### config.mk
export PLATFORM = sky130hd
export DESIGN_NAME = id_hazard_ctrl
export DESIGN_NICKNAME = d
export VERILOG_FILES = /design/src/rtl/id_hazard_ctrl.sv
export SDC_FILE = /design/constraint.sdc
export NUM_CORES = 1
export LEC_CHECK = 0
export CAP_MARGIN = 30
export CORE_MARGIN = 1.5
export CORE_UTILIZATION = 45
export DETAILED_ROUTE_END_ITERATION = 8
export GPL_TIMING_DRIVEN = 0
export PLACE_DENSITY = 0.74
export SYNTH_ARGS = -nofsm -noshare
export SYNTH_HDL_FRONTEND = slang
export SYNTH_SLANG_ARGS = --single-unit
### constraint.sdc
create_clock -name clk -period 6.9 [get_ports clk]
set_input_delay 1.725 -clock clk [delete_from_list [all_inputs] [get_ports clk]]
set_output_delay 1.725 -clock clk [all_outputs]
set_load 0.03 [all_outputs]
### src/rtl/id_hazard_ctrl.sv
// ID/EXE writer control: RAW hazard detection against shadowed EXE/MEM/WB
// destinations, stall/bubble/flush generation and saturating statistics counters.
module id_hazard_ctrl #(
    parameter int unsigned ADDR_LEN = 5,
    parameter int unsigned CNT_LEN  = 16
) (
    input  logic                clk,
    input  logic                rst,
    input  logic                fwd_en,
    input  logic                id_valid,
    input  logic [ADDR_LEN-1:0] id_src1,
    input  logic [ADDR_LEN-1:0] id_src2,
    input  logic                id_uses_src2,
    input  logic [ADDR_LEN-1:0] id_dest,
    input  logic                id_wb_en,
    input  logic                id_mem_r_en,
    input  logic                br_taken,
    output logic                stall,
    output logic                bubble,
    output logic                flush,
    output logic [1:0]          hazard_stage,
    output logic [CNT_LEN-1:0]  stall_cnt,
    output logic [CNT_LEN-1:0]  flush_cnt
);

    typedef struct packed {
        logic                valid;
        logic [ADDR_LEN-1:0] dest;
        logic                wb_en;
        logic                mem_r_en;
    } slot_t;

    slot_t exe_q, mem_q, wb_q;
    slot_t exe_d;

    logic [CNT_LEN-1:0] stall_cnt_q;
    logic [CNT_LEN-1:0] flush_cnt_q;

    logic exe_hit;
    logic mem_hit;
    logic hazard;

    // r0 is hardwired to zero, so it never carries a dependence.
    function automatic logic slot_match(slot_t s, logic [ADDR_LEN-1:0] src);
        return s.valid && s.wb_en && (s.dest == src) && (src != '0);
    endfunction

    always_comb begin
        exe_hit = slot_match(exe_q, id_src1) || (id_uses_src2 && slot_match(exe_q, id_src2));
        mem_hit = slot_match(mem_q, id_src1) || (id_uses_src2 && slot_match(mem_q, id_src2));
        // With forwarding only a load in EXE cannot be bypassed in time.
        if (fwd_en) begin
            hazard = exe_hit && exe_q.mem_r_en;
        end else begin
            hazard = exe_hit || mem_hit;
        end
    end

    always_comb begin
        stall        = 1'b0;
        bubble       = 1'b0;
        flush        = 1'b0;
        hazard_stage = 2'd0;
        if (rst) begin
            bubble = 1'b1;
        end else if (br_taken) begin
            flush  = 1'b1;
            bubble = 1'b1;
        end else if (id_valid && hazard) begin
            stall        = 1'b1;
            bubble       = 1'b1;
            hazard_stage = exe_hit ? 2'd1 : 2'd2;
        end
    end

    always_comb begin
        if (bubble || !id_valid) begin
            exe_d = '0;
        end else begin
            exe_d = '{valid: 1'b1, dest: id_dest, wb_en: id_wb_en, mem_r_en: id_mem_r_en};
        end
    end

    always_ff @(posedge clk) begin
        if (rst) begin
            exe_q       <= '0;
            mem_q       <= '0;
            wb_q        <= '0;
            stall_cnt_q <= '0;
            flush_cnt_q <= '0;
        end else begin
            wb_q  <= mem_q;
            mem_q <= exe_q;
            exe_q <= exe_d;
            if (stall && (stall_cnt_q != '1)) begin
                stall_cnt_q <= stall_cnt_q + 1'b1;
            end
            if (flush && (flush_cnt_q != '1)) begin
                flush_cnt_q <= flush_cnt_q + 1'b1;
            end
        end
    end

    assign stall_cnt = stall_cnt_q;
    assign flush_cnt = flush_cnt_q;

endmodule

==> metrics.md, run 1 <==
| Metric | Value |
|---|---|
| Slew @ Worst Pin | `~0.57 ns` |
| Ys async rst share | `0` |
| Clk_skew | `around 0.0045 ns` |
| Io pins | `60` |
| DR DRC count | `0` |
| Distinct cells, synth | `41` |
| Die W | `roughly 75 µm` |
| Die Ht | `roughly 75 µm` |
| Vias per std cell | `between 5 and 6` |
| DRT antenna net count | `0` |
| Root Driver | `clkbuf_8` |
| Slew margin rel. | `0.621` |
| Final hold vios | `0` |
| F_max | `0.166 GHz` |
| CTS tree | `built` |
| Post-synthesis cell count | `roughly 270` |
| Clock Tree Buf Depth | `2` |
| VDD IR-drop max | `roughly 160 µV` |
| Final Cell Area | `between 3000 and 4000 µm²` |
| WL per Instance | `13.1 µm` |
| Clock Latency Late Sink | `around 0.3 ns` |
| CP arrival | `4.28 ns` |
| Buffers on Ports | `between 50 and 60` |
| # diodes | `0` |
| Crit. End Element | `primary output` |
| Total Routed Length | `approximately 5300 µm` |
| Die area | `5680 µm²` |
| Placer Congestion | `0.868` |
| Commonest cells post-synth | `dfxtp_1 (47), nor2_1 (33), xnor2_1 (17)` |
| Register area share after synthesis | `0.400` |
| Share of cells above drive strength 1 | `0.0838` |
| Post-Place Worst Slack | `0.894 ns` |
| First-pass GRT wire length | `~9000 µm` |
| Startpoint Class | `input pin` |
| Area of the mapped netlist | `~2400 µm²` |
| Cell Area, Placed | `approximately 3000 µm²` |
| Setup WS post-layout | `roughly 0.89 ns` |
| Dpl hpwl | `between 4000 and 5000 µm` |
| Starting Density | `0.464` |
| Syn_nets | `about 290` |
| Clock buffer count from CTS | `5` |
| Initial antenna violation count | `0` |
| Pleak | `approximately 1.1 nW` |
| CTS Sinks | `47` |
| Synth area leaders | `dfxtp_1 (40%), xnor2_1 (6.3%), xor2_1 (6.0%)` |
| Top_reg_cell synth | `dfxtp_1` |
| EDFF count, synth | `0` |
| Final-stage net count | `between 300 and 400` |
| Min-Delay Path Class | `flip-flop to flip-flop` |
| # hold bufs at CTS | `0` |
| Core area | `between 5000 and 6000 µm²` |
| Slowest-stage cell, CP | `clkdlybuf4s50_1` |
| Final max-slew violation count | `0` |
| CTS clk-pin slew, worst paths | `roughly 0.080 ns` |
| Tot GR Track Use | `0.203` |
| CP required | `5.18 ns` |
| Syn. warnings | `0` |
| Row Count | `26` |
| H-tree depth | `2` |
| Max incr delay on CP | `approximately 0.72 ns` |
| Count leader, synth | `dfxtp_1` |
| DRT iter0 DRCs | `86` |
| Yosys top cell by area | `dfxtp_1` |
| Synth top area share | `0.400` |
| Setup TNS | `0 ns` |
| RSZ-0062 raised after global routing | `no` |
| Seq cells post-synth | `47` |
| Post-layout minimum cycle time | `6.01 ns` |
| Crit Path Class | `input pin to primary output` |
| Post-synthesis average cell area | `roughly 8.8 µm²` |
| Status | `completed` |
| Layout area overhead | `33.3%` |
| Setup Viol. Count Final | `0` |
| Grt total ovfl | `0` |
| Pwr per Cell Area | `roughly 160 nW/µm²` |
| Fin crit share | `0.871` |
| Fill count | `just under 500` |
| Largest net degree at the start of global routing | `15` |
| Crit path max fanout | `7` |
| # resized after CTS | `0` |
| CP Cell Sequence | `clkdlybuf4s50_1, or4_1, o21ai_2, nor4_2, o21ai_2, nand2_2, nand2_2, nor3_1, clkdlybuf4s50_1` |
| Routed vias | `just over 2000` |
| Max-cap viol count | `0` |
| Setup Buffers After CTS | `0` |
| Drt first pass iters | `4` |
| Vias in the first global route | `1986` |
==> metrics by stage <==
stage               hold WS, ns  power (mW)  utilization  std cells
floorplan                 0.438       0.305            -        268
global placement          0.452       0.328        0.598        397
detailed placement        0.462       0.329        0.598        397
CTS                       0.475       0.523        0.619        404
global route              0.496       0.543        0.619        404
finish                    0.469       0.518        0.619        404
==> flip-flops by register name, summed over array words and instances (netlist names) <==
name / cells
exe_q: 8
stall_cnt: 16
mem_q: 7
flush_cnt: 16
==> per-layer routing <==
layer,routed length [µm],global-route usage,up-vias,share of wire
li1,-,-,1055,-
met1,2440,0.263,959,0.46
met2,2640,0.349,35,0.50
met3,193,0.0450,4,0.036
met4,30,0.0397,0,0.0057
met5,0,0,-,0
==> final cells by class <==
| cell class | instances | area, µm² | area share |
|---|---|---|---|
| buffer | 7 | 41.3 | 0.0132 |
| clock buffer | 5 | 68.8 | 0.0219 |
| clock inverter | 2 | 37.5 | 0.0120 |
| inverter | 8 | 30.0 | 0.00957 |
| multi-input combinational | 206 | 1340 | 0.428 |
| sequential | 47 | 941 | 0.300 |
| tap | 70 | 87.6 | 0.0279 |
| timing repair buffer | 59 | 591 | 0.188 |
==> path summary, 6_finish.rpt <==
check	start	end	slack, ns	cells after the start
setup reg to reg	stall_cnt[2]	stall_cnt[10]	4.63	8
hold reg to reg	exe_q[1]	mem_q[1]	0.47	1
hold / removal	exe_q[1]	mem_q[1]	0.47	1
setup / recovery	id_src2[2]	hazard_stage[0]	0.89	9
==> placed cells by master (no fill, tap or decap), types with 4 or more instances in the layout <==
| cell | n |
|---|---|
| clkdlybuf4s50_1 | 59 |
| dfxtp_1 | 47 |
| nor2_1 | 33 |
| xnor2_1 | 17 |
| nand2_1 | 16 |
| xor2_1 | 16 |
| nor2b_1 | 16 |
| nand3_1 | 15 |
| nand4_1 | 10 |
| inv_1 | 8 |
| nor3_1 | 8 |
| a21oi_1 | 7 |
| and2_1 | 7 |
| clkbuf_1 | 5 |
| and3_1 | 5 |
| mux2_2 | 5 |
| clkbuf_8 | 5 |
| nor4_1 | 4 |
| o21ai_2 | 4 |
| o21ai_0 | 4 |
| a211oi_1 | 4 |
| or3_1 | 4 |
| mux2_1 | 4 |
==> kinds of logic after synthesis <==
kind of cell,share of synthesized area
xor gates and xnor gates,0.123
and+or+nand+nor,0.303
DFF,0.400
muxes,0.0515
buffers and inverters,0.0303
AOI/OAI and AO/OA,0.0818
adders and majority gates,0.0106
==> power by group <==
group	leakage [nW]	total, mW	switching, mW	internal (mW)
sequential	0.380	0.277	0.00281	0.274
combinational	0.675	0.0456	0.0220	0.0236
clock	0.0502	0.195	0.0895	0.106
total	1.11	0.518	0.114	0.403
==> worst max-delay path, delay by kind of cell <==
kind,cells,cell delay (ns)
AO/OA/AOI/OAI,2,0.22
buffers and inverters,2,1.26
AND/OR/NAND/NOR,5,1.07
Power figures use the tool's default switching activity.
==> run 2: changes to the inputs <==
--- a/config.mk
+++ b/config.mk
@@ -5,6 +5,8 @@
 export SDC_FILE = /design/constraint.sdc
 export NUM_CORES = 1
 export LEC_CHECK = 0
+export ABC_AREA = 1
+export ABC_CLOCK_PERIOD_IN_PS = 6900
 export CAP_MARGIN = 30
 export CORE_MARGIN = 1.5
 export CORE_UTILIZATION = 45
==> run 2 against run 1 <==
Total power shrank 4.7%. Largest power group unchanged. Design area grew 2.0%. Synthesized cell count grew 40%. Synthesized area grew 3.9%. Critical path depth grew 3. Clock power shrank 14%. Via count grew 20%.
==> metrics.md, run 2 <==
| Metric | Value |
|---|---|
| Status | `completed` |
| Synth area leaders | `dfxtp_1 (38%), nand2_1 (13%), nor2_1 (10%)` |
| Cell Area, Placed | `3120 µm² (+2.7%)` |
| Largest net degree at the start of global routing | `14 (-1)` |
| Io pins | `60 (unchanged)` |
| Commonest cells post-synth | `nand2_1 (85), nor2_1 (65), inv_1 (57)` |
| Starting Density | `0.473 (+0.00915)` |
| Startpoint Class | `input pin` |
| Crit Path Class | `input pin to primary output` |
| Clk_skew | `0.00601 ns (+0.00151 ns)` |
| Clock Tree Buf Depth | `2 (unchanged)` |
| Main combinational cell family by area after synthesis | `simple AND/OR/NAND/NOR gates` |
| Root Driver | `clkbuf_8` |
| Finished Core Util | `0.619 (+0.000665)` |
| Syn_nets | `399 (+36%)` |
| Sequential share of power | `0.561 (+0.026)` |
| Die W | `76.7 µm (+1.9%)` |
| Most common cell after layout, fill and taps aside | `nand2_1` |
| Area of the mapped netlist | `2450 µm² (+3.9%)` |
| Setup Buffers After CTS | `0 (unchanged)` |
| Max-cap viol count | `0 (unchanged)` |
| Die area | `5890 µm² (+3.8%)` |
| CP arrival | `3.89 ns (-0.39 ns)` |
| RSZ-0062 raised after global routing | `no` |
| Clock buffer count from CTS | `5 (unchanged)` |
| DRT antenna net count | `0 (unchanged)` |
| Final-stage net count | `464 (+29%)` |
| # diodes | `0 (unchanged)` |
| Share of cells above drive strength 1 | `0.0501 (-0.0337)` |
| Clock Latency Late Sink | `0.30 ns (about the same)` |
| Count leader, synth | `nand2_1` |
| Most frequent cells in the layout | `nand2_1 (85), nor2_1 (65), clkdlybuf4s50_1 (58), inv_1 (57), dfxtp_1 (47)` |
| First-pass GRT wire length | `9400 µm (+4.7%)` |
| Dpl hpwl | `4200 µm (+3.8%)` |
| Post-synthesis average cell area | `6.54 µm² (-26%)` |
| Psw | `0.117 mW (+2.8%)` |
| Combinational share of power | `0.100 (+0.012)` |
| Die Ht | `76.7 µm (+1.9%)` |
| Pleak | `1.37 nW (+24%)` |
| Yosys top cell by area | `dfxtp_1` |
| Drt first pass iters | `4 (unchanged)` |
| Initial antenna violation count | `0 (unchanged)` |
| Buffers & Inverters on Critical Path | `3 (+1)` |
| Final max-slew violation count | `0 (unchanged)` |
| Post-synthesis cell count | `374 (+40%)` |
| Vias per std cell | `4.83 (-4.9%)` |
| Tot GR Track Use | `0.196 (-0.00729)` |
| Pwr per Cell Area | `154 nW/µm² (-6.6%)` |
| Seq cells post-synth | `47 (unchanged)` |
| EDFF count, synth | `0 (unchanged)` |
| Total Routed Length | `5640 µm (+6.4%)` |
| Crit path max fanout | `4 (-3)` |
| Int Pwr | `0.376 mW (-6.8%)` |
| Post-Layout Cell Count | `509 (+26%)` |
| Xor/xnor cell area share of the yosys netlist | `0.0394 (-0.0834)` |
| Buffers on Ports | `58 (-1.7%)` |
| VDD IR-drop max | `124 µV (-23%)` |
| Synth top area share | `0.384 (-0.0151)` |
| CTS clk-pin slew, worst paths | `0.08 ns (about the same)` |
| Hold_ws | `0.421 ns (-0.0471 ns)` |
| Distinct cells, synth | `28 (-32%)` |
| H-tree depth | `2 (unchanged)` |
| Cells after DPL | `502 (+26%)` |
| CP required | `5.18 ns (about the same)` |
| Core area | `5170 µm² (+1.9%)` |
| Fin crit share | `0.813 (-0.0576)` |
| Ys async rst share | `0 (unchanged)` |
| Setup WS post-layout | `1.29 ns (+0.397 ns)` |
| Sw frac | `0.238 (+0.0174)` |
| CTS tree | `built` |
| Slowest-stage cell, CP | `clkdlybuf4s50_1` |
| CP top delay family | `buffers and inverters` |
| Final Power | `0.493 mW (-4.7%)` |
| # hold bufs at CTS | `0 (unchanged)` |
| Placer Congestion | `0.875 (+0.89%)` |
| Final hold vios | `0 (unchanged)` |
| # resized after CTS | `0 (unchanged)` |
| DRT iter0 DRCs | `125 (+45%)` |
| Final Cell Area | `3200 µm² (+2.0%)` |
| Mux share of post-synthesis cell area | `0 (-0.0515)` |
| CTS Sinks | `47 (unchanged)` |
| Layout area overhead | `30.9%` |
| Slew @ Worst Pin | `0.510 ns (-0.0567 ns)` |
| Crit. End Element | `primary output` |
| Row Count | `26 (unchanged)` |
| DR DRC count | `0 (unchanged)` |
| Register area share after synthesis | `0.384 (-0.0151)` |
| Routed vias | `2459 (+20%)` |
| Post-layout minimum cycle time | `5.61 ns (-0.397 ns)` |
| Slew margin rel. | `0.660 (+0.0392)` |
| Clk pwr share | `0.339 (-0.038)` |
| Syn. warnings | `0 (unchanged)` |
| Top_reg_cell synth | `dfxtp_1` |
| WL per Instance | `11.1 µm (-16%)` |
| Synth Area in Adders | `0.0102 (-0.000402)` |
| Min-Delay Path Class | `flip-flop to flip-flop` |
| F_max | `0.178 GHz (+7.1%)` |
| Post-Place Worst Slack | `1.29 ns (+0.391 ns)` |
| Grt total ovfl | `0 (unchanged)` |
| Setup Viol. Count Final | `0 (unchanged)` |
| CP Cell Sequence | `clkdlybuf4s50_1, inv_1, a21oi_1, nand2_1, nor2_1, nand2_1, nand2_2, nand3_2, nand2_4, nand3_4, a21oi_1, clkdlybuf4s50_1` |
| Setup TNS | `0 ns (unchanged)` |
| Vias in the first global route | `2143 (+7.9%)` |
| Area fraction in compound gates after synthesis | `0.0828 (+0.000994)` |
| Simple-Gate Fraction of Synth Area | `0.371 (+0.0678)` |
| Max incr delay on CP | `0.68 ns (-0.04 ns)` |
## run 2: worst paths after layout
check | cells past startpoint | slack [ns] | start | end
setup / recovery | 12 | 1.29 | id_src2[0] | hazard_stage[1]
hold / removal | 2 | 0.42 | exe_q[7] | mem_q[7]
setup reg to reg | 11 | 4.90 | stall_cnt[0] | stall_cnt[10]
hold reg to reg | 2 | 0.42 | exe_q[7] | mem_q[7]
## run 2: power groups by stage
| stage | combinational, mW | sequential (mW) | clock (mW) |
|---|---|---|---|
| final | 0.0494 | 0.277 | 0.167 |
| after global routing | 0.0545 | 0.277 | 0.186 |
| after CTS | 0.0500 | 0.277 | 0.172 |
| after detailed placement | 0.0497 | 0.283 | 0 |
| after global placement | 0.0490 | 0.283 | 0 |
| after floorplan | 0.0245 | 0.284 | 0 |
## run 2: worst register-to-register path: cells and delay by family (launching register included)
family                     cells  cell delay (ns)
and+or+nand+nor                7             0.88
DFF                            1             0.41
AOI/OAI and AO/OA              1             0.14
buffers and inverters          2             0.24
adders and majority gates      1             0.22
## run 2: kinds of logic (layout without fill, tap and decap cells)
| logic type | count (synthesis) | after routing |
|---|---|---|
| DFF | 47 | 47 |
| and+or+nand+nor | 206 | 206 |
| buffers and inverters | 69 | 134 |
| xor gates and xnor gates | 11 | 11 |
| AOI/OAI and AO/OA | 39 | 39 |
| adders and majority gates | 2 | 2 |
## run 2: final cells by class
class	count	area, µm²
buffer	6	37.5
clock buffer	6	82.6
clock inverter	1	5.00
fill	486	1970
inverter	63	236
multi-input combinational	258	1230
sequential	47	941
tap	70	87.6
timing repair buffer	58	581
## run 2: metal layers
| metal | up-vias | part of all wire | global-route usage |
|---|---|---|---|
| met5 | - | 0 | 0 |
| met4 | 0 | 0.013 | 0.0722 |
| met3 | 6 | 0.052 | 0.0524 |
| met2 | 53 | 0.46 | 0.322 |
| met1 | 1104 | 0.48 | 0.243 |
| li1 | 1296 | - | - |
==> run 3: changes to the inputs <==
--- a/config.mk
+++ b/config.mk
@@ -6,13 +6,13 @@
 export NUM_CORES = 1
 export LEC_CHECK = 0
 export ABC_AREA = 1
-export ABC_CLOCK_PERIOD_IN_PS = 6900
+export ABC_CLOCK_PERIOD_IN_PS = 4700
 export CAP_MARGIN = 30
 export CORE_MARGIN = 1.5
-export CORE_UTILIZATION = 45
+export CORE_UTILIZATION = 44
 export DETAILED_ROUTE_END_ITERATION = 8
 export GPL_TIMING_DRIVEN = 0
-export PLACE_DENSITY = 0.74
+export PLACE_DENSITY = 0.75
 export SYNTH_ARGS = -nofsm -noshare
 export SYNTH_HDL_FRONTEND = slang
 export SYNTH_SLANG_ARGS = --single-unit
==> constraint.sdc (replaced) <==
create_clock -name clk -period 4.7 [get_ports clk]
set_input_delay 1.175 -clock clk [delete_from_list [all_inputs] [get_ports clk]]
set_output_delay 1.175 -clock clk [all_outputs]
set_load 0.03 [all_outputs]
==> run 3 against run 2 <==
Combinational power grew 48%. Critical path depth is the same. Via count down 0.89%. Utilization is 0.14 points higher. First-iteration DRC count is 4.8% lower. Design area up 1.5%. Clock skew shrank 0.00086 ns. Critical endpoint is now hazard_stage[0]. Cell count grew 0.20%. Largest cell class unchanged.
==> metrics.md, run 3 (same netlist as run 2, synthesis figures left out) <==
| Metric | Value |
|---|---|
| Placer Congestion | `0.898 (+2.5%)` |
| Slowest-stage cell, CP | `clkdlybuf4s50_1` |
| # resized after CTS | `0 (unchanged)` |
| WL per Instance | `11.0 µm (-0.71%)` |
| # hold bufs at CTS | `0 (unchanged)` |
| Root Driver | `clkbuf_8` |
| Pleak | `1.41 nW (+2.7%)` |
| Final-stage net count | `464 (unchanged)` |
| CP top delay family | `buffers and inverters` |
| CP arrival | `3.36 ns (-0.53 ns)` |
| Die Ht | `77.6 µm (+1.1%)` |
| Dpl hpwl | `4200 µm (about the same)` |
| CTS Sinks | `47 (unchanged)` |
| Slew margin rel. | `0.648 (-0.0118)` |
| Max incr delay on CP | `0.69 ns (about the same)` |
| First-pass GRT wire length | `9520 µm (+1.2%)` |
| Clk_skew | `0.00515 ns (-0.000857 ns)` |
| Final hold vios | `0 (unchanged)` |
| Core area | `5240 µm² (+1.3%)` |
| Initial antenna violation count | `0 (unchanged)` |
| H-tree depth | `2 (unchanged)` |
| Row Count | `26 (unchanged)` |
| DRT antenna net count | `0 (unchanged)` |
| Slew @ Worst Pin | `0.528 ns (+0.0177 ns)` |
| Clock buffer count from CTS | `5 (unchanged)` |
| Buffers on Ports | `58 (unchanged)` |
| Die area | `6020 µm² (+2.2%)` |
| Setup TNS | `0 ns (unchanged)` |
| CP required | `3.52 ns (-1.66 ns)` |
| Total Routed Length | `5610 µm (-0.51%)` |
| Starting Density | `0.467 (-0.00588)` |
| Layout area overhead | `32.8%` |
| Buffers & Inverters on Critical Path | `3 (unchanged)` |
| VDD IR-drop max | `238 µV (+91%)` |
| Vias per std cell | `4.78 (-1.1%)` |
| Fin crit share | `0.965` |
| RSZ-0062 raised after global routing | `no` |
| Status | `completed` |
| Setup Buffers After CTS | `0 (unchanged)` |
| CP Cell Sequence | `clkdlybuf4s50_1, inv_2, nand2_1, nand2_1, nor2_1, nand3_1, nand2_2, nand3_2, nand2_4, nand3_4, nor2_1, clkdlybuf4s50_1` |
| Share of cells above drive strength 1 | `0.0500 (-0.000114)` |
| Max-cap viol count | `0 (unchanged)` |
| Most frequent cells in the layout | `nand2_1 (85), nor2_1 (65), inv_1 (57), clkdlybuf4s50_1 (57), dfxtp_1 (47)` |
| Io pins | `60 (unchanged)` |
| Pwr per Cell Area | `254 nW/µm² (+65%)` |
| Post-layout minimum cycle time | `around 4.5 ns` |
| Largest net degree at the start of global routing | `15 (+1)` |
| CTS tree | `built` |
| DR DRC count | `0 (unchanged)` |
| Crit path max fanout | `4 (unchanged)` |
| Clock Latency Late Sink | `0.30 ns (about the same)` |
| Vias in the first global route | `2204 (+2.8%)` |
| Finished Core Util | `0.621 (+0.00138)` |
| Min-Delay Path Class | `flip-flop to flip-flop` |
| Grt total ovfl | `0 (unchanged)` |
| Clock Tree Buf Depth | `2 (unchanged)` |
| Die W | `77.6 µm (+1.1%)` |
| Tot GR Track Use | `0.195 (about the same)` |
| Routed vias | `2437 (-0.89%)` |
| DRT iter0 DRCs | `119 (-4.8%)` |
| CTS clk-pin slew, worst paths | `0.08 ns (about the same)` |
| Drt first pass iters | `4 (unchanged)` |
| Setup Viol. Count Final | `0 (unchanged)` |
| Crit Path Class | `input pin to primary output` |
| Most common cell after layout, fill and taps aside | `nand2_1` |
| # diodes | `0 (unchanged)` |
| F_max | `~0.22 GHz` |
| Startpoint Class | `input pin` |
| Final max-slew violation count | `0 (unchanged)` |
| Hold_ws | `0.428 ns (+0.00651 ns)` |
| Crit. End Element | `primary output` |
-- run 3: changes by cell type in the layout (fill, tap and decap cells not counted) --
cell and change:
clkinv_2 -1, bufinv_16 +2, dlymetal6s2s_1 +1, clkbuf_8 -1, clkbuf_1 +1, clkdlybuf4s50_1 -1
-- run 3: stage by stage --
step                      worst slack (ns)  power [mW]  area [µm²]  cells
after floorplan                       1.15       0.453        2450    374
after global placement               0.189       0.488        3120    502
after detailed placement             0.150       0.489        3120    502
after CTS                            0.140       0.834        3250    510
after global routing                0.0160       0.858        3250    510
final                                0.166       0.825        3250    510
-- run 3: power by group --
part,switching (mW),total [mW],internal [mW]
clock,0.134,0.346,0.213
sequential,0.00379,0.406,0.402
combinational,0.0390,0.0731,0.0341
total,0.177,0.825,0.649
-- run 3: final cells by class --
type | instances | area [µm²]
plain buffers | 6 | 37.5
inverters | 63 | 236
well taps | 70 | 87.6
flip-flops and latches | 47 | 941
clock buffers | 6 | 72.6
multi-input cells | 258 | 1230
repair buffers | 58 | 583
clock inverters | 2 | 60.1
fillers | 497 | 1990
-- run 3: final timing paths --
| path | slack, ns | start | to | cells past startpoint |
|---|---|---|---|---|
| max | 0.17 | id_src1[2] | hazard_stage[0] | 12 |
| min | 0.43 | exe_q[1] | mem_q[1] | 2 |
| max reg2reg | 2.68 | stall_cnt[0] | stall_cnt[11] | 11 |
| min reg2reg | 0.43 | exe_q[1] | mem_q[1] | 2 |
-- run 3: metal layers --
layer  track usage  share of wire  up-vias
li1              -              -     1295
met3        0.0471          0.051       11
met4        0.0764          0.018        0
met5             0              0        -
met2         0.330           0.45       61
met1         0.237           0.48     1070
-- run 3: worst reg2reg max path: cells and delay by family (launching register included) --
family | cells | cell delay (ns)
adders and majority gates | 1 | 0.22
AOI/OAI and AO/OA | 1 | 0.13
DFF | 1 | 0.42
buffers and inverters | 2 | 0.25
and+or+nand+nor | 7 | 0.90
